$ cat config.mk
export PLATFORM = sky130hd
export DESIGN_NAME = usb_capture_packer
export DESIGN_NICKNAME = d
export VERILOG_FILES = /design/src/rtl/usb_capture_packer.sv
export SDC_FILE = /design/constraint.sdc
export NUM_CORES = 1
export LEC_CHECK = 0
export CORE_MARGIN = 10
export CORE_UTILIZATION = 45
export DETAILED_ROUTE_END_ITERATION = 10
export GPL_TIMING_DRIVEN = 0
export RECOVER_POWER = 100
export SETUP_SLACK_MARGIN = 0.4
export SLEW_MARGIN = 20
export SYNTH_ARGS = -nofsm -noshare
export SYNTH_HDL_FRONTEND = slang
export SYNTH_SLANG_ARGS = --single-unit
$ cat constraint.sdc
create_clock -name clk_i -period 3.8 [get_ports clk_i]
set_input_delay 0.57 -clock clk_i [delete_from_list [all_inputs] [get_ports clk_i]]
set_output_delay 0.57 -clock clk_i [all_outputs]
set_load 0.05 [all_outputs]
$ cat src/rtl/usb_capture_packer.sv
// ----------------------------------------------------------------------------
// usb_capture_packer
//
// Capture front-end for the USB sniffer. It watches the UTMI receive side and
// turns bus activity into 32-bit capture records held in a first-word-fall-
// through FIFO. The sniffer buffer drains the FIFO over a valid/ready stream.
//
// Record layout ([31:30] = type):
//   SOP  01 : [17:16] linestate, [15:0] timestamp
//   DATA 00 : [29:28] byte count 1..3, [23:0] bytes (first byte in [7:0])
//   EOP  10 : [29] rxerror seen, [28] record dropped, [15:0] packet byte count
//   LINE 11 : [17:16] new linestate, [15:0] timestamp
//
// Optional feature macro: USB_CAPTURE_LINESTATE_EN
//   When defined, a linestate change while idle and enabled emits a LINE
//   record. When undefined, linestate only appears in SOP records.
//
// Ports:
//   clk_i, rst_i          clock, synchronous active-high reset
//   enable_i              capture enable, sampled at packet start only
//   clear_i               clears overflow_o and drop_count_o
//   utmi_*_i              UTMI receive interface
//   outport_valid_o/ready_i/data_o   record stream (FIFO head)
//   overflow_o            sticky flag: a record was dropped
//   drop_count_o          saturating count of dropped records
// ----------------------------------------------------------------------------
module usb_capture_packer #(
  parameter int FIFO_DEPTH = 16,
  parameter int TS_DIV     = 1
) (
  input  logic        clk_i,
  input  logic        rst_i,
  input  logic        enable_i,
  input  logic        clear_i,
  input  logic [7:0]  utmi_data_in_i,
  input  logic        utmi_rxvalid_i,
  input  logic        utmi_rxactive_i,
  input  logic        utmi_rxerror_i,
  input  logic [1:0]  utmi_linestate_i,
  output logic        outport_valid_o,
  output logic [31:0] outport_data_o,
  input  logic        outport_ready_i,
  output logic        overflow_o,
  output logic [15:0] drop_count_o
);

  localparam int AW = $clog2(FIFO_DEPTH);
  localparam logic [AW:0] DEPTH_L = (AW+1)'(FIFO_DEPTH);
  localparam logic [15:0] DIV_LAST = 16'(TS_DIV - 1);

  typedef enum logic [1:0] {ST_IDLE, ST_ACTIVE, ST_EOP, ST_SKIP} state_t;

  state_t      r_state;
  logic [15:0] r_ts;
  logic [15:0] r_div_cnt;
  logic        r_rxactive_d;
  logic [15:0] r_byte_cnt;
  logic [15:0] r_pack;
  logic [1:0]  r_pack_cnt;
  logic        r_err_flag;
  logic        r_drop_flag;

  logic [31:0] r_mem [FIFO_DEPTH];
  logic [AW-1:0] r_wr_ptr;
  logic [AW-1:0] r_rd_ptr;
  logic [AW:0]   r_count;

  logic        w_rise;
  logic        w_byte;
  logic        w_push;
  logic [31:0] w_push_data;
  logic        w_pop;
  logic        w_full;
  logic        w_accept;
  logic        w_drop;

  // --------------------------------------------------------------------------
  // Free-running timestamp with prescaler
  // --------------------------------------------------------------------------
  always_ff @(posedge clk_i) begin
    if (rst_i) begin
      r_ts      <= 16'd0;
      r_div_cnt <= 16'd0;
    end else if (r_div_cnt == DIV_LAST) begin
      r_div_cnt <= 16'd0;
      r_ts      <= r_ts + 16'd1;
    end else begin
      r_div_cnt <= r_div_cnt + 16'd1;
    end
  end

  always_ff @(posedge clk_i) begin
    if (rst_i) r_rxactive_d <= 1'b0;
    else       r_rxactive_d <= utmi_rxactive_i;
  end

`ifdef USB_CAPTURE_LINESTATE_EN
  logic [1:0] r_ls_prev;
  always_ff @(posedge clk_i) begin
    if (rst_i) r_ls_prev <= 2'b00;
    else       r_ls_prev <= utmi_linestate_i;
  end
`endif

  assign w_rise = utmi_rxactive_i & ~r_rxactive_d;
  assign w_byte = utmi_rxvalid_i & utmi_rxactive_i;

  // --------------------------------------------------------------------------
  // Record generation: at most one push per cycle
  // --------------------------------------------------------------------------
  always_comb begin
    w_push      = 1'b0;
    w_push_data = 32'd0;
    case (r_state)
      ST_IDLE: begin
        if (w_rise && enable_i) begin
          w_push      = 1'b1;
          w_push_data = {2'b01, 12'd0, utmi_linestate_i, r_ts};
        end
`ifdef USB_CAPTURE_LINESTATE_EN
        else if (enable_i && !utmi_rxactive_i && (utmi_linestate_i != r_ls_prev)) begin
          w_push      = 1'b1;
          w_push_data = {2'b11, 12'd0, utmi_linestate_i, r_ts};
        end
`endif
      end
      ST_ACTIVE: begin
        if (!utmi_rxactive_i) begin
          w_push = 1'b1;
          if (r_pack_cnt != 2'd0)
            w_push_data = {2'b00, r_pack_cnt, 4'd0, 8'd0, r_pack};
          else
            // Error flag includes this cycle's rxerror since it is not yet registered
            w_push_data = {2'b10, r_err_flag | utmi_rxerror_i, r_drop_flag, 12'd0, r_byte_cnt};
        end else if (w_byte && r_pack_cnt == 2'd2) begin
          w_push      = 1'b1;
          w_push_data = {2'b00, 2'd3, 4'd0, utmi_data_in_i, r_pack};
        end
      end
      ST_EOP: begin
        w_push      = 1'b1;
        w_push_data = {2'b10, r_err_flag, r_drop_flag, 12'd0, r_byte_cnt};
      end
      default: ;
    endcase
  end

  // --------------------------------------------------------------------------
  // FIFO control: a pop in the same cycle frees room for a push when full
  // --------------------------------------------------------------------------
  assign w_pop    = (r_count != '0) & outport_ready_i;
  assign w_full   = (r_count == DEPTH_L);
  assign w_accept = w_push & (~w_full | w_pop);
  assign w_drop   = w_push & ~w_accept;

  // --------------------------------------------------------------------------
  // Capture FSM
  // --------------------------------------------------------------------------
  always_ff @(posedge clk_i) begin
    if (rst_i) begin
      r_state     <= ST_IDLE;
      r_byte_cnt  <= 16'd0;
      r_pack      <= 16'd0;
      r_pack_cnt  <= 2'd0;
      r_err_flag  <= 1'b0;
      r_drop_flag <= 1'b0;
    end else begin
      case (r_state)
        ST_IDLE: begin
          if (w_rise) begin
            if (enable_i) begin
              r_state     <= ST_ACTIVE;
              r_byte_cnt  <= 16'd0;
              r_pack      <= 16'd0;
              r_pack_cnt  <= 2'd0;
              r_err_flag  <= 1'b0;
              // A dropped SOP already counts against this packet
              r_drop_flag <= w_drop;
            end else begin
              r_state <= ST_SKIP;
            end
          end
        end
        ST_ACTIVE: begin
          if (utmi_rxerror_i) r_err_flag <= 1'b1;
          if (w_drop)         r_drop_flag <= 1'b1;
          if (!utmi_rxactive_i) begin
            r_state    <= (r_pack_cnt != 2'd0) ? ST_EOP : ST_IDLE;
            r_pack     <= 16'd0;
            r_pack_cnt <= 2'd0;
          end else if (w_byte) begin
            if (r_byte_cnt != 16'hFFFF) r_byte_cnt <= r_byte_cnt + 16'd1;
            if (r_pack_cnt == 2'd2) begin
              r_pack     <= 16'd0;
              r_pack_cnt <= 2'd0;
            end else begin
              if (r_pack_cnt == 2'd0) r_pack[7:0]  <= utmi_data_in_i;
              else                    r_pack[15:8] <= utmi_data_in_i;
              r_pack_cnt <= r_pack_cnt + 2'd1;
            end
          end
        end
        ST_EOP: begin
          r_state <= ST_IDLE;
        end
        ST_SKIP: begin
          if (!utmi_rxactive_i) r_state <= ST_IDLE;
        end
        default: r_state <= ST_IDLE;
      endcase
    end
  end

  // --------------------------------------------------------------------------
  // FIFO storage and pointers
  // --------------------------------------------------------------------------
  always_ff @(posedge clk_i) begin
    if (w_accept) r_mem[r_wr_ptr] <= w_push_data;
  end

  always_ff @(posedge clk_i) begin
    if (rst_i) begin
      r_wr_ptr <= '0;
      r_rd_ptr <= '0;
      r_count  <= '0;
    end else begin
      if (w_accept) r_wr_ptr <= r_wr_ptr + 1'b1;
      if (w_pop)    r_rd_ptr <= r_rd_ptr + 1'b1;
      case ({w_accept, w_pop})
        2'b10:   r_count <= r_count + 1'b1;
        2'b01:   r_count <= r_count - 1'b1;
        default: r_count <= r_count;
      endcase
    end
  end

  assign outport_valid_o = (r_count != '0);
  assign outport_data_o  = outport_valid_o ? r_mem[r_rd_ptr] : 32'd0;

  // --------------------------------------------------------------------------
  // Drop statistics; a clear wins over a coincident drop
  // --------------------------------------------------------------------------
  always_ff @(posedge clk_i) begin
    if (rst_i) begin
      overflow_o   <= 1'b0;
      drop_count_o <= 16'd0;
    end else if (clear_i) begin
      overflow_o   <= 1'b0;
      drop_count_o <= 16'd0;
    end else if (w_drop) begin
      overflow_o <= 1'b1;
      if (drop_count_o != 16'hFFFF) drop_count_o <= drop_count_o + 16'd1;
    end
  end

endmodule

==> out/qor.yml <==
sta:
  hold_ws_ns: 0.456
  setup_viol: 0
  timing.final.crit_share_pct: 92.4
  worst_pin_slew_ns: 1.62
  max_clock_freq_mhz: 285
  hold_violations: 0
  maxSlewHeadroom_pct: -9.45
  setup_tns_ns: 0
  maxSlewViolCount: 17
  fin_crit_ns: 3.51
  clock_skew_ns: 0.0199
  grt_setup_unrepaired: "true"
worst_setup_path:
  worstPathCellList: "clkbuf_16 -> buf_12 -> buf_12 -> buf_12 -> mux4_2 -> mux4_2 -> and2_0 -> buf_8"
  r2r_cells: 7
  slowest_delay_ns: 0.51
  cp-endpoint: "outport_data_o[0]"
  crit_cells: 8
  start_kind: "register"
  critPathSlowestCell: "mux4_2"
  cp_num_buf_inv: 5
  r2r_slack_ns: 0.39
  cp_max_fo: 5
  crit_arrival_ns: 2.94
  reg2reg_from: "r_state[1]$_SDFFE_PP0P_"
  critPathTopFamily: "multiplexers"
  crit_top_cell: "buf_12"
  crit_type: "register to output port"
  crit_required_ns: 3.23
  crit_path_end_kind: "output port"
  rr_endpoint: "r_mem[4][11]$_DFFE_PP_"
power:
  power_frac_clock_pct: 32.8
  swShare_pct: 28.6
  leakagePower_uw: 0.00869
  max-vdd-ir-drop_mv: 0.374
  pwr-share-comb_pct: 25.5
  p_int_uw: 11400
  p_seq_share_pct: 41.7
  power_density_nw_per_um2: 595
  p_sw_uw: 4590
synthesis:
  synth_top_area_share_pct: 59.8
  synthCells: 1342
  syn_area_um2: 22500
  synth.distinct_cells: 64
  synthMostInstantiatedCell: "edfxtp_1"
  synth_common_cells: "448 x edfxtp_1, 140 x mux4_2, 105 x dfxtp_1"
  synthFlopType: "edfxtp_1"
  yosys_warnings: 0
  synth_enable_flop_cells: 448
  async_flop_share_pct: 0
  yosysTopAreaCell: "edfxtp_1"
  yosysSeqAreaShare_pct: 69.2
  yosys-top-cells-area: "edfxtp_1 60%, mux4_2 14%, dfxtp_1 9.3%, nor2_1 1.5%, and2_1 1.3%"
  syn_avg_cell_area_um2: 16.8
  synth_seq_cells: 553
run_status:
  violations: "capacitance limit, slew limit"
  status: "complete, but fails checks"
route:
  detail_route.iter0.violations: 1056
  dr.pass1.iters: 5
  drc: 0
  vias: 12600
  detail-route-antenna-nets: 0
  post_drt_wl_per_cell_um: 24.4
  drt-total-wl_um: 54200
  via_per_inst: 5.66
job:
  drv_cap: 1
global_routing:
  grt_pass1_wl_um: 81500
  antenna_found_initial: 0
  grt_max_degree: 26
  grt_overflow: 0
  grt_usage_pct: 18.2
  first_global_vias: 12900
clocking:
  htree_num_levels: 2
  clock_latency_ns: 0.60
  clk_path_buf_depth: 3
  cts.clk_slew.worst_paths_ns: 0.06
  cts_tree: "built"
  cts.sinks: 553
  cts_buffers: 56
  root_buffer: "clkbuf_16"
place:
  place_area_um2: 24500
  dp_hpwl_um: 34800
  port_buffers: 62
  gp_congestion: 0.830
die:
  dieArea_um2: 59300
  rows: 81
  start_util_pct: 45.8
  core_area_um2: 49200
  fp.dieH_um: 244
  die_x_um: 244
  boundaryPins: 68
layout:
  area_growth_pct: 19.7
  final_cell_area_um2: 26900
  drive_above_1_share_pct: 23.7
  antenna_cells: 0
  nNetsFinal: 1546
min_path:
  hold_path_class: "register to register"
  worstHoldPathCells: 2
## metal layers
metal | vias to the layer above | global-route usage (%) | routed length [um]
li1 | 5630 | - | -
met1 | 6497 | 25.8 | 24200
met2 | 372 | 28.7 | 25600
met3 | 59 | 3.54 | 3510
met4 | 0 | 3.76 | 887
met5 | - | 0 | 0
## registers in the layout (all words and copies together) (netlist names), named ones only
register / count
r_err_flag: 1
r_wr_ptr: 4
overflow_o: 1
r_rxactive_d: 1
r_byte_cnt: 16
r_div_cnt: 16
r_state: 2
r_ts: 16
r_drop_flag: 1
r_pack_cnt: 2
drop_count_o: 16
r_count: 5
r_rd_ptr: 4
r_pack: 16
r_mem: 448
## worst min path at each step
stage	start	endpoint
2_1_floorplan	r_pack[1]$_SDFFE_PP0P_	r_pack[1]$_SDFFE_PP0P_
3_3_place_gp	r_pack[1]$_SDFFE_PP0P_	r_pack[1]$_SDFFE_PP0P_
3_5_place_dp	r_pack[1]$_SDFFE_PP0P_	r_pack[1]$_SDFFE_PP0P_
4_1_cts	r_pack[1]$_SDFFE_PP0P_	r_pack[1]$_SDFFE_PP0P_
5_1_grt	r_pack[2]$_SDFFE_PP0P_	r_pack[2]$_SDFFE_PP0P_
6_report	r_pack[1]$_SDFFE_PP0P_	r_pack[1]$_SDFFE_PP0P_
## metrics by stage
step,total power (uW),util (%),setup slack [ns],cells
after CTS,16300,54.9,0.333,2215
after global routing,16600,54.8,0.179,2220
after detailed placement,10400,49.9,-0.919,2096
after floorplan,9220,-,0.770,1345
final,16000,54.8,0.289,2220
after global placement,10300,48.8,-1.54,2071
## worst min-delay path: stages, from the launching register on
cell	delay (ns)
dfxtp_1	0.31
nand2_1	0.05
a21oi_1	0.05
## cell type report
type                            instances  area (um^2)
Fill cell                            3892        22200
Buffer                                 76          569
Tap cell                              664          831
Timing Repair Buffer                  111         1500
Multi-Input combinational cell        697         6650
Inverter                               19         71.3
Clock inverter                         20          128
Clock buffer                           80         1610
Sequential cell                       553        15600
## power by group through the flow
stage / logic (uW) / clock network, uW / registers (uW)
after floorplan: 2430 / 0 / 6790
after global placement: 3530 / 0 / 6810
after detailed placement: 3600 / 0 / 6810
after CTS: 4230 / 5330 / 6680
after global routing: 4320 / 5570 / 6690
final: 4090 / 5250 / 6680
## cells in the final DEF, fill, tap and decap left out, types with 9 or more instances in the layout
cell / count
edfxtp_1: 448
mux4_2: 140
dfxtp_1: 103
nor2_1: 79
nand2_1: 70
clkbuf_16: 59
clkbuf_1: 51
a21oi_1: 46
and2_0: 35
buf_6: 30
xnor2_1: 29
nand3_1: 27
buf_12: 23
inv_1: 18
xor2_1: 18
dlygate4sd3_1: 18
nand4_1: 17
o21ai_0: 16
buf_4: 16
mux2i_1: 16
clkdlybuf4s50_1: 15
a22oi_1: 14
buf_16: 14
clkbuf_2: 13
ha_1: 13
nor2_2: 12
nor3_1: 12
and3_1: 11
and2_1: 11
or3_1: 11
nor4_1: 9
clkbuf_8: 9
## logic make-up after synthesis
kind of cell	Yosys count	share of synthesized area, %
xor+xnor	47	1.83
fa+ha+maj	14	0.812
buf+inv	95	1.81
mux	158	14.8
compound gates	134	3.79
simple gates	340	7.73
flops	553	69.2
other cells	1	0.0167
## what timing repair did
action / CTS / global route
endpoints found under the setup margin: 173 / 149
gates cloned: 9 / 1
hold buffers: 0 / 0
pin swaps: 0 / 1
resized for setup: 308 / 28
buffers inserted: 10 / 4
Power figures use the tool's default switching activity.
